--- config.mk ---
export PLATFORM = sky130hd
export DESIGN_NAME = eco32_core_lsu_dcm_rid_alloc_flat
export DESIGN_NICKNAME = d
export VERILOG_FILES = /design/src/rtl/eco32_core_lsu_dcm_rid_alloc_pkg.sv /design/src/rtl/eco32_core_lsu_dcm_rid_alloc_if.sv /design/src/rtl/eco32_core_lsu_dcm_rid_alloc_pool.sv /design/src/rtl/eco32_core_lsu_dcm_rid_alloc.sv /design/src/flat_wrapper.sv
export SDC_FILE = /design/constraint.sdc
export NUM_CORES = 1
export LEC_CHECK = 0
export ABC_AREA = 1
export ABC_CLOCK_PERIOD_IN_PS = 5690
export CAP_MARGIN = 25
export CORE_MARGIN = 4
export CORE_UTILIZATION = 64
export CTS_BUF_LIST = sky130_fd_sc_hd__clkbuf_8
export CTS_CLUSTER_DIAMETER = 120
export DETAILED_ROUTE_END_ITERATION = 6
export GPL_TIMING_DRIVEN = 0
export PLACE_DENSITY = 0.87
export SYNTH_ARGS = -nofsm -noshare
export SYNTH_HDL_FRONTEND = slang
export SYNTH_SLANG_ARGS = --single-unit
--- constraint.sdc ---
create_clock -name clk -period 5.69 [get_ports clk]
set_input_delay 1.138 -clock clk [delete_from_list [all_inputs] [get_ports clk]]
set_output_delay 1.138 -clock clk [all_outputs]
set_load 0.005 [all_outputs]
--- src/rtl/eco32_core_lsu_dcm_rid_alloc_pkg.sv ---
// Shared constants and helpers for the data-cache-miss RID allocator.
// Sizes: RID width 4, 16 RIDs per thread, 2 hardware threads.
package eco32_core_lsu_dcm_rid_alloc_pkg;

  localparam int RID_W = 4;
  localparam int RID_N = 16;
  localparam int THR_N = 2;
  localparam int CNT_W = 5;

  localparam logic [CNT_W-1:0] RID_CNT = 5'd16;

  // Lowest-index set bit of a free mask; returns 0 for an empty mask.
  function automatic logic [RID_W-1:0] lowest_free(input logic [RID_N-1:0] m);
    logic [RID_W-1:0] idx;
    idx = {RID_W{1'b0}};
    for (int i = RID_N - 1; i >= 0; i--) begin
      if (m[i]) begin
        idx = i[RID_W-1:0];
      end else begin
        idx = idx;
      end
    end
    return idx;
  endfunction

endpackage

--- src/rtl/eco32_core_lsu_dcm_rid_alloc_if.sv ---
// Request/push/release bundle between the miss issuer and the RID allocator.
interface eco32_core_lsu_dcm_rid_alloc_if;
  import eco32_core_lsu_dcm_rid_alloc_pkg::*;

  logic             req_stb;
  logic             req_tid;
  logic [1:0]       req_taf;
  logic             wr_stb;
  logic             wr_tid;
  logic [RID_W-1:0] wr_rid;
  logic             rel_stb;
  logic             rel_tid;
  logic [RID_W-1:0] rel_rid;
  logic [CNT_W-1:0] busy0;
  logic [CNT_W-1:0] busy1;
  logic             err;

  modport master (
    output req_stb, req_tid, rel_stb, rel_tid, rel_rid,
    input  req_taf, wr_stb, wr_tid, wr_rid, busy0, busy1, err
  );

  modport slave (
    input  req_stb, req_tid, rel_stb, rel_tid, rel_rid,
    output req_taf, wr_stb, wr_tid, wr_rid, busy0, busy1, err
  );

endinterface

--- src/rtl/eco32_core_lsu_dcm_rid_alloc_pool.sv ---
// One thread's RID pool: free mask, lowest-free pick, busy counter,
// almost-empty flag and protocol-violation detect.
module eco32_core_lsu_dcm_rid_alloc_pool
  import eco32_core_lsu_dcm_rid_alloc_pkg::*;
#(
  parameter int AF_LEVEL = 2
) (
  input  logic             clk,
  input  logic             rst,
  input  logic             alloc_i,
  input  logic             rel_i,
  input  logic [RID_W-1:0] rel_rid_i,
  output logic             grant_o,
  output logic [RID_W-1:0] grant_rid_o,
  output logic [CNT_W-1:0] busy_o,
  output logic             taf_o,
  output logic             viol_o
);

  localparam logic [CNT_W-1:0] AF_CMP = CNT_W'(AF_LEVEL);

  logic [RID_N-1:0] mask_q, mask_d;
  logic [CNT_W-1:0] busy_q, busy_d;
  logic             taf_q, taf_d;
  logic             empty_s, rel_ok_s;
  logic [CNT_W-1:0] free_d;

  assign empty_s     = (mask_q == {RID_N{1'b0}});
  assign grant_o     = alloc_i & ~empty_s;
  assign grant_rid_o = lowest_free(mask_q);
  assign rel_ok_s    = rel_i & ~mask_q[rel_rid_i];
  assign viol_o      = (alloc_i & empty_s) | (rel_i & mask_q[rel_rid_i]);

  // The grant picks a set bit and a legal release targets a clear bit, so
  // the two never collide and the released RID is invisible to this cycle's pick.
  always_comb begin
    mask_d = mask_q;
    busy_d = busy_q;
    if (grant_o) begin
      mask_d[grant_rid_o] = 1'b0;
    end else begin
      mask_d = mask_d;
    end
    if (rel_ok_s) begin
      mask_d[rel_rid_i] = 1'b1;
    end else begin
      mask_d = mask_d;
    end
    busy_d = busy_q + {{(CNT_W-1){1'b0}}, grant_o} - {{(CNT_W-1){1'b0}}, rel_ok_s};
    free_d = RID_CNT - busy_d;
    taf_d  = (free_d <= AF_CMP);
  end

  always_ff @(posedge clk) begin
    if (rst) begin
      mask_q <= {RID_N{1'b1}};
      busy_q <= {CNT_W{1'b0}};
      taf_q  <= 1'b0;
    end else begin
      mask_q <= mask_d;
      busy_q <= busy_d;
      taf_q  <= taf_d;
    end
  end

  assign busy_o = busy_q;
  assign taf_o  = taf_q;

endmodule

--- src/rtl/eco32_core_lsu_dcm_rid_alloc.sv ---
// Per-thread data-cache-miss RID allocator: tid demux into two pools,
// registered RID push toward the RID FIFO and a sticky violation flag.
module eco32_core_lsu_dcm_rid_alloc
  import eco32_core_lsu_dcm_rid_alloc_pkg::*;
#(
  parameter int AF_LEVEL = 2
) (
  input  logic                               clk,
  input  logic                               rst,
  eco32_core_lsu_dcm_rid_alloc_if.slave      bus
);

  logic             alloc0_s, alloc1_s, rel0_s, rel1_s;
  logic             grant0_s, grant1_s, viol0_s, viol1_s, taf0_s, taf1_s;
  logic [RID_W-1:0] rid0_s, rid1_s;
  logic [CNT_W-1:0] busy0_s, busy1_s;

  logic             wr_stb_q, wr_stb_d;
  logic             wr_tid_q, wr_tid_d;
  logic [RID_W-1:0] wr_rid_q, wr_rid_d;
  logic             err_q, err_d;

  assign alloc0_s = bus.req_stb & (bus.req_tid == 1'b0);
  assign alloc1_s = bus.req_stb & (bus.req_tid == 1'b1);
  assign rel0_s   = bus.rel_stb & (bus.rel_tid == 1'b0);
  assign rel1_s   = bus.rel_stb & (bus.rel_tid == 1'b1);

  eco32_core_lsu_dcm_rid_alloc_pool #(.AF_LEVEL(AF_LEVEL)) u_pool0 (
    .clk         (clk),
    .rst         (rst),
    .alloc_i     (alloc0_s),
    .rel_i       (rel0_s),
    .rel_rid_i   (bus.rel_rid),
    .grant_o     (grant0_s),
    .grant_rid_o (rid0_s),
    .busy_o      (busy0_s),
    .taf_o       (taf0_s),
    .viol_o      (viol0_s)
  );

  eco32_core_lsu_dcm_rid_alloc_pool #(.AF_LEVEL(AF_LEVEL)) u_pool1 (
    .clk         (clk),
    .rst         (rst),
    .alloc_i     (alloc1_s),
    .rel_i       (rel1_s),
    .rel_rid_i   (bus.rel_rid),
    .grant_o     (grant1_s),
    .grant_rid_o (rid1_s),
    .busy_o      (busy1_s),
    .taf_o       (taf1_s),
    .viol_o      (viol1_s)
  );

  // Push mux: tid/rid hold their last value while no push is pending.
  always_comb begin
    wr_stb_d = grant0_s | grant1_s;
    wr_tid_d = wr_tid_q;
    wr_rid_d = wr_rid_q;
    if (grant1_s) begin
      wr_tid_d = 1'b1;
      wr_rid_d = rid1_s;
    end else if (grant0_s) begin
      wr_tid_d = 1'b0;
      wr_rid_d = rid0_s;
    end else begin
      wr_tid_d = wr_tid_q;
    end
    err_d = err_q | viol0_s | viol1_s;
  end

  always_ff @(posedge clk) begin
    if (rst) begin
      wr_stb_q <= 1'b0;
      wr_tid_q <= 1'b0;
      wr_rid_q <= {RID_W{1'b0}};
      err_q    <= 1'b0;
    end else begin
      wr_stb_q <= wr_stb_d;
      wr_tid_q <= wr_tid_d;
      wr_rid_q <= wr_rid_d;
      err_q    <= err_d;
    end
  end

  assign bus.wr_stb  = wr_stb_q;
  assign bus.wr_tid  = wr_tid_q;
  assign bus.wr_rid  = wr_rid_q;
  assign bus.err     = err_q;
  assign bus.busy0   = busy0_s;
  assign bus.busy1   = busy1_s;
  assign bus.req_taf = {taf1_s, taf0_s};

endmodule

--- src/flat_wrapper.sv ---
// flat-port wrapper written by rule: the top's interface ports become plain ports
module eco32_core_lsu_dcm_rid_alloc_flat import eco32_core_lsu_dcm_rid_alloc_pkg::*;
#(
  parameter int AF_LEVEL = 2
)
  (clk, rst, bus_req_stb, bus_req_tid, bus_rel_stb, bus_rel_tid, bus_rel_rid, bus_req_taf, bus_wr_stb, bus_wr_tid, bus_wr_rid, bus_busy0, bus_busy1, bus_err);
  eco32_core_lsu_dcm_rid_alloc_if bus_i ();
  input  logic clk;
  input  logic rst;
  input wire logic [$bits(bus_i.req_stb)-1:0] bus_req_stb;
  input wire logic [$bits(bus_i.req_tid)-1:0] bus_req_tid;
  input wire logic [$bits(bus_i.rel_stb)-1:0] bus_rel_stb;
  input wire logic [$bits(bus_i.rel_tid)-1:0] bus_rel_tid;
  input wire logic [$bits(bus_i.rel_rid)-1:0] bus_rel_rid;
  output wire logic [$bits(bus_i.req_taf)-1:0] bus_req_taf;
  output wire logic [$bits(bus_i.wr_stb)-1:0] bus_wr_stb;
  output wire logic [$bits(bus_i.wr_tid)-1:0] bus_wr_tid;
  output wire logic [$bits(bus_i.wr_rid)-1:0] bus_wr_rid;
  output wire logic [$bits(bus_i.busy0)-1:0] bus_busy0;
  output wire logic [$bits(bus_i.busy1)-1:0] bus_busy1;
  output wire logic [$bits(bus_i.err)-1:0] bus_err;
  assign bus_i.req_stb = bus_req_stb;
  assign bus_i.req_tid = bus_req_tid;
  assign bus_i.rel_stb = bus_rel_stb;
  assign bus_i.rel_tid = bus_rel_tid;
  assign bus_i.rel_rid = bus_rel_rid;
  assign bus_req_taf = bus_i.req_taf;
  assign bus_wr_stb = bus_i.wr_stb;
  assign bus_wr_tid = bus_i.wr_tid;
  assign bus_wr_rid = bus_i.wr_rid;
  assign bus_busy0 = bus_i.busy0;
  assign bus_busy1 = bus_i.busy1;
  assign bus_err = bus_i.err;
  eco32_core_lsu_dcm_rid_alloc #(.AF_LEVEL(AF_LEVEL)) u_core (.clk(clk), .rst(rst), .bus(bus_i));
endmodule
==> results of run 1 <==
cell type report:
class,count,area (sq um)
sequential,51,1020
fill,389,1130
tap,67,83.8
timing repair buffer,27,270
multi-input combinational,337,1780
buffer,10,57.6
clock inverter,1,5.00
clock buffer,6,82.6
inverter,92,348
Yosys cell counts, types with 2 or more instances:
cell / count
nand2_1: 107
inv_1: 78
nand3_1: 52
dfxtp_1: 51
nor2_1: 46
o21ai_1: 22
nand4_1: 16
o22ai_1: 16
ha_1: 14
inv_2: 12
a21oi_1: 11
o21ai_0: 10
nand2_2: 7
clkbuf_1: 5
nor3_1: 5
nor2_2: 4
xnor2_1: 4
xor2_1: 4
buf_4: 3
nand3_2: 3
o221ai_1: 3
fa_1: 2
nand3b_1: 2
nor3_2: 2
o2bb2ai_1: 2
o31ai_1: 2
power by group:
| group | internal [W] | leakage (nW) | total (W) | switching, W |
|---|---|---|---|---|
| registers | 0.000387 | 0.416 | 0.000406 | 0.0000186 |
| clock network | 0.0000958 | 0.0470 | 0.000216 | 0.000120 |
| logic | 0.000166 | 1.31 | 0.000364 | 0.000198 |
through the flow:
stage / hold slack [ps] / utilization (%) / worst slack, ps / total power, W
after floorplan: 419 / - / 1960 / 0.000655
after global placement: 431 / 74.5 / 1020 / 0.000756
after detailed placement: 435 / 74.5 / 951 / 0.000775
after CTS: 453 / 76.3 / 1260 / 0.000989
after global routing: 472 / 76.3 / 916 / 0.00105
final: 453 / 76.3 / 1200 / 0.000986
routing by layer:
layer,part of all wire [%],track usage (%),up-vias
met5,0,0,-
met4,2.2,9.45,0
met3,7.7,6.24,22
met2,47,48.6,161
met1,43,36.5,1529
li1,-,-,1659
final timing paths:
path / slack, ps / end
setup / recovery: 1200 / u_core.u_pool1.taf_o
hold / removal: 450 / u_core.u_pool1.mask_q[8]
setup reg to reg: 2360 / u_core.u_pool1.taf_o
hold reg to reg: 450 / u_core.u_pool1.mask_q[8]
cell families (layout without fill, tap and decap cells):
group | after synthesis | after routing | share of synthesized area [%]
adder cells (fa/ha/maj) | 16 | 16 | 6.70
AO/OA/AOI/OAI | 69 | 69 | 12.6
XOR/XNOR | 8 | 8 | 2.18
AND/OR/NAND/NOR | 244 | 244 | 34.1
buffers and inverters | 102 | 136 | 12.6
flip-flops | 51 | 51 | 31.8
state kept, by name, summed over array words and instances, names as in the netlist:
signal	count
u_core.bus.wr_rid	4
u_core.bus.wr_stb	1
u_core.u_pool1.mask_q	16
u_core.bus.wr_tid	1
u_core.u_pool0.taf_o	1
u_core.u_pool0.busy_o	5
u_core.bus.err	1
u_core.u_pool0.mask_q	16
u_core.u_pool1.taf_o	1
u_core.u_pool1.busy_o	5
worst max-delay path, stage by stage:
cell             delay, ps
clkdlybuf4s50_1        490
nand2_1                140
buf_2                  260
o22ai_1                110
o21ai_1                160
nand2_1                110
nor3_2                 220
buf_4                  210
ha_1                   240
inv_1                   60
ha_1                   190
fa_1                   490
inv_1                  100
ha_1                   160
inv_1                   40
nor2_1                 150
o21ai_0                110
o21ai_0                100
nand3b_1               110
a21oi_1                140
==> results.yml, run 1 <==
status:
  status: "completed"
final_layout:
  final_cell_mix: "nand2_1, inv_1, nand3_1, dfxtp_1, nor2_1"
  drive_gt1_share_pct: 8.02
  area_growth_syn_to_layout_pct: 13.8
  instances_no_fill: 591
  fin_nets: 550
  final_area_sq_um: 3650
  final_common_cell: "nand2_1"
  antenna_cells: 0
cts:
  post-cts-setup-buffers: 0
  post_cts_resized: 0
  ctsHoldBuffers: 0
  clock_path_buffers: 2
  cts_inserted_buffers: 5
  clock-root-buffer: "clkbuf_8"
  cts_tree: "built"
  path_clk_slew_ps: 90
  cts.htree.levels: 2
  clk_latency_ps: 310
  cts.sinks: 51
sta:
  period_minus_slack_ps: 4490
  setup_tns_ps: 0
  hold_viol_final: 0
  rsz0062_at_grt: "no"
  tightest_slew_ps: 548
  slew_headroom_pct: 63.5
  period_share_pct: 78.9
  finClkSkew_ps: 9.84
  setup_violations: 0
  clock.fmax_ghz: 0.223
  slew_viol_final: 0
grt:
  first_global_vias: 3096
  grt.total_usage_pct: 28.8
  antenna_found_initial: 0
  overflow: 0
  grt_pass1_wl_mm: 14.2
  grt_max_degree: 15
yosys:
  synthTopCellsByArea: "dfxtp_1, nand2_1, inv_1"
  synth_flop_cell: "dfxtp_1"
  syn_area_per_cell_sq_um: 6.55
  seq_area_frac_synth_pct: 31.8
  ys_warn_count: 0
  synth_edf_count: 0
  syn_nets: 516
  synth_seq_cells: 51
  async_reset_ff_share_pct: 0
  yosysTopAreaCell: "dfxtp_1"
  synthCells: 490
  synthesis.area_sq_um: 3210
  synth_top_cell_area_share_pct: 31.8
  yosysUniqueCellTypes: 33
run:
  cap_violations: 0
routing:
  wire_per_inst_microns: 14.5
  routed_wl_mm: 8.56
  firstDrtPassIters: 5
  vias: 3371
  vias_per_cell: 5.70
  drt_iter0_markers: 354
  ant_nets: 0
  drc: 0
place:
  dp_hpwl_mm: 6.62
  place_inst: 584
  place_area_sq_um: 3560
  portBuffers: 27
  gp_congestion: 0.954
floorplanning:
  row_count: 25
  dieHeight_microns: 78.8
  coreArea_sq_um: 4790
  die_area_sq_um: 6210
  start_util_pct: 67.1
  die_w_microns: 78.8
  io_pins: 29
power:
  p_leak_nw: 1.77
  power.density_nw_per_um2: 270
  vdd_drop_max_uv: 325
setup_path:
  reg2reg_from: "u_core.u_pool1.mask_q[0]"
  crit_arrival_ps: 4740
  worstPathMaxFanout: 10
  critPathLaunch: "bus_rel_rid[0]"
  worst-r2r-cell-count: 18
  end_kind: "flip-flop"
  cp-start-kind: "primary input"
  cp.required_ps: 5930
  crit_type: "in2reg"
min_path:
  min_path_type: "reg2reg"
  hp-start: "u_core.u_pool1.mask_q[8]"
  min_path_cells: 2
No activity file was read; power rests on OpenSTA's default activity.
==> run 2: changes to the inputs <==
--- a/config.mk
+++ b/config.mk
@@ -6,15 +6,15 @@
 export NUM_CORES = 1
 export LEC_CHECK = 0
 export ABC_AREA = 1
-export ABC_CLOCK_PERIOD_IN_PS = 5690
+export ABC_CLOCK_PERIOD_IN_PS = 4000
 export CAP_MARGIN = 25
 export CORE_MARGIN = 4
-export CORE_UTILIZATION = 64
+export CORE_UTILIZATION = 54
 export CTS_BUF_LIST = sky130_fd_sc_hd__clkbuf_8
 export CTS_CLUSTER_DIAMETER = 120
 export DETAILED_ROUTE_END_ITERATION = 6
 export GPL_TIMING_DRIVEN = 0
-export PLACE_DENSITY = 0.87
+export PLACE_DENSITY = 0.79
 export SYNTH_ARGS = -nofsm -noshare
 export SYNTH_HDL_FRONTEND = slang
 export SYNTH_SLANG_ARGS = --single-unit
==> constraint.sdc (replaced) <==
create_clock -name clk -period 4 [get_ports clk]
set_input_delay 0.8 -clock clk [delete_from_list [all_inputs] [get_ports clk]]
set_output_delay 0.8 -clock clk [all_outputs]
set_load 0.005 [all_outputs]
==> run 2 against run 1 <==
The flow now finishes with violations (design-rule violations). First-iteration DRC count shrank 6.8%. Via count down 2.2%. Critical path depth increased by 1. Clock skew grew 0.93 ps. Sequential power up 42%. Clock-buffer cell count is 1 lower. Register-to-register slack worse by 1600 ps. Final cell count increased by 1.2%. Critical endpoint is now u_core.u_pool0.taf_o.
==> results.yml, run 2 (same netlist as run 1, synthesis figures left out) <==
power:
  p_leak_nw: 1.80
  power.density_nw_per_um2: 375
  total_power_w: 0.00138
  vdd_drop_max_uv: 425
setup_path:
  crit_arrival_ps: 3970
  r2r_setup_slack_ps: 780
  cp-start-kind: "primary input"
  cp.required_ps: 4240
  worst-r2r-cell-count: 18
  timing.rr.end: "u_core.u_pool1.taf_o"
  end_kind: "flip-flop"
  worstPathMaxFanout: 10
  crit_type: "in2reg"
  reg2reg_from: "u_core.u_pool1.mask_q[0]"
sta:
  clock.fmax_ghz: 0.268
  rsz0062_at_grt: "no"
  period_minus_slack_ps: 3730
  setup_violations: 0
  worst_slack_ps: 271
  tightest_slew_ps: 618
  period_share_pct: 93.2
  slew_headroom_pct: 58.8
  finClkSkew_ps: 10.8
  whs_ps: 457
  slew_viol_final: 0
  hold_viol_final: 0
routing:
  drt_iter0_markers: 330
  ant_nets: 0
  firstDrtPassIters: 7
  wire_per_inst_microns: 14.2
  vias_per_cell: 5.52
  vias: 3298
  drc: 1
  routed_wl_mm: 8.48
floorplanning:
  io_pins: 29
  start_util_pct: 56.9
  coreArea_sq_um: 5640
  die_w_microns: 85.1
  row_count: 27
  die_area_sq_um: 7240
  dieHeight_microns: 85.1
grt:
  grt.total_usage_pct: 23.9
  grt_max_degree: 15
  first_global_vias: 2997
  grt_pass1_wl_mm: 14.2
  antenna_found_initial: 0
  overflow: 0
run:
  cap_violations: 0
min_path:
  whs_endpoint: "u_core.u_pool0.mask_q[8]"
  hp-start: "u_core.u_pool0.mask_q[8]"
  min_path_type: "reg2reg"
  min_path_cells: 2
final_layout:
  final_cell_mix: "nand2_1, inv_1, nand3_1, dfxtp_1, nor2_1"
  fillers: 518
  multiInputGateArea_sq_um: 1800
  regArea_sq_um: 1020
  final_area_sq_um: 3690
  top_regs: "u_core.u_pool0.mask_q x16, u_core.u_pool1.mask_q x16"
  antenna_cells: 0
  fin_nets: 551
  area_growth_syn_to_layout_pct: 14.8
  final_common_cell: "nand2_1"
  drive_gt1_share_pct: 8.56
  final_core_util_pct: 65.4
place:
  portBuffers: 27
  dp_hpwl_mm: 6.63
  gp_congestion: 0.916
  place_area_sq_um: 3570
  pre_cts_slack_ps: -403
cts:
  ctsHoldBuffers: 0
  cts_inserted_buffers: 5
  cts_tree: "built"
  clk_latency_ps: 300
  cts.sinks: 51
  clock-root-buffer: "clkbuf_8"
  clock_path_buffers: 2
  cts.htree.levels: 2
  path_clk_slew_ps: 90
status:
  status: "finished with violations"
  violations: "design-rule violations"
==> run 2: cell type report <==
class	count	area share, %
inverters	92	9.57
clock inverters	3	0.339
multi-input cells	337	48.8
plain buffers	10	1.63
flip-flops and latches	51	27.7
well taps	72	2.44
repair buffers	28	7.67
clock buffers	5	1.87
==> run 2: worst max-delay path by stage <==
stage / from / end / slack, ps / cells after the start
after global routing: bus_rel_rid[2] / u_core.u_pool0.taf_o / 9 / 21
after detailed placement: bus_rel_rid[0] / u_core.u_pool0.taf_o / -400 / 21
after global placement: bus_rel_rid[0] / u_core.u_pool0.taf_o / -370 / 21
after CTS: bus_rel_rid[0] / u_core.u_pool0.taf_o / 30 / 21
after floorplan: bus_rel_rid[1] / u_core.u_pool0.taf_o / 610 / 20
final: bus_rel_rid[2] / u_core.u_pool0.taf_o / 270 / 21
==> run 2: routing by layer <==
layer	vias to the layer above	wire length (microns)	global-route usage [%]
met5	-	0	0
met4	0	93	3.60
met3	10	611	2.91
met2	127	4000	39.7
met1	1500	3770	33.7
li1	1661	-	-
==> run 2: worst max-delay path, cell delays in order <==
cell	delay, ps
clkdlybuf4s50_1	490
inv_1	70
nand2_1	110
inv_1	110
o21ai_1	90
nand2_1	70
nor2_2	170
nand3_4	160
inv_6	130
ha_1	230
inv_1	60
ha_1	180
fa_2	480
inv_1	90
ha_1	160
inv_1	40
nor2_1	120
o21ai_0	90
o21ai_0	80
nand3b_1	90
a21oi_1	140
==> run 2: power by group <==
part	leakage [nW]	internal [W]	switching [W]
registers	0.416	0.000551	0.0000269
clock network	0.0505	0.000118	0.000169
logic	1.33	0.000238	0.000280
total	1.80	0.000907	0.000476
==> run 2: per-stage QoR <==
stage / cells / TNS, ps
6_report: 598 / 0
3_3_place_gp: 589 / -751
5_1_grt: 598 / 0
2_1_floorplan: 490 / 0
4_1_cts: 598 / 0
3_5_place_dp: 589 / -932
==> run 2: timing repair <==
| action | 4_1_cts | 5_1_grt |
|---|---|---|
| buffers inserted | 1 | 0 |
| gates resized for setup | 3 | 7 |
| setup endpoints to repair | 2 | 2 |
| pin swaps | 0 | 1 |
==> run 3: changes to the inputs <==
--- a/config.mk
+++ b/config.mk
@@ -14,6 +14,7 @@
 export CTS_CLUSTER_DIAMETER = 120
 export DETAILED_ROUTE_END_ITERATION = 6
 export GPL_TIMING_DRIVEN = 0
+export HOLD_SLACK_MARGIN = 0.1
 export PLACE_DENSITY = 0.79
 export SYNTH_ARGS = -nofsm -noshare
 export SYNTH_HDL_FRONTEND = slang
==> results of run 3 <==
Same layout as run 2: the final DEF is identical, and so are final timing and power.
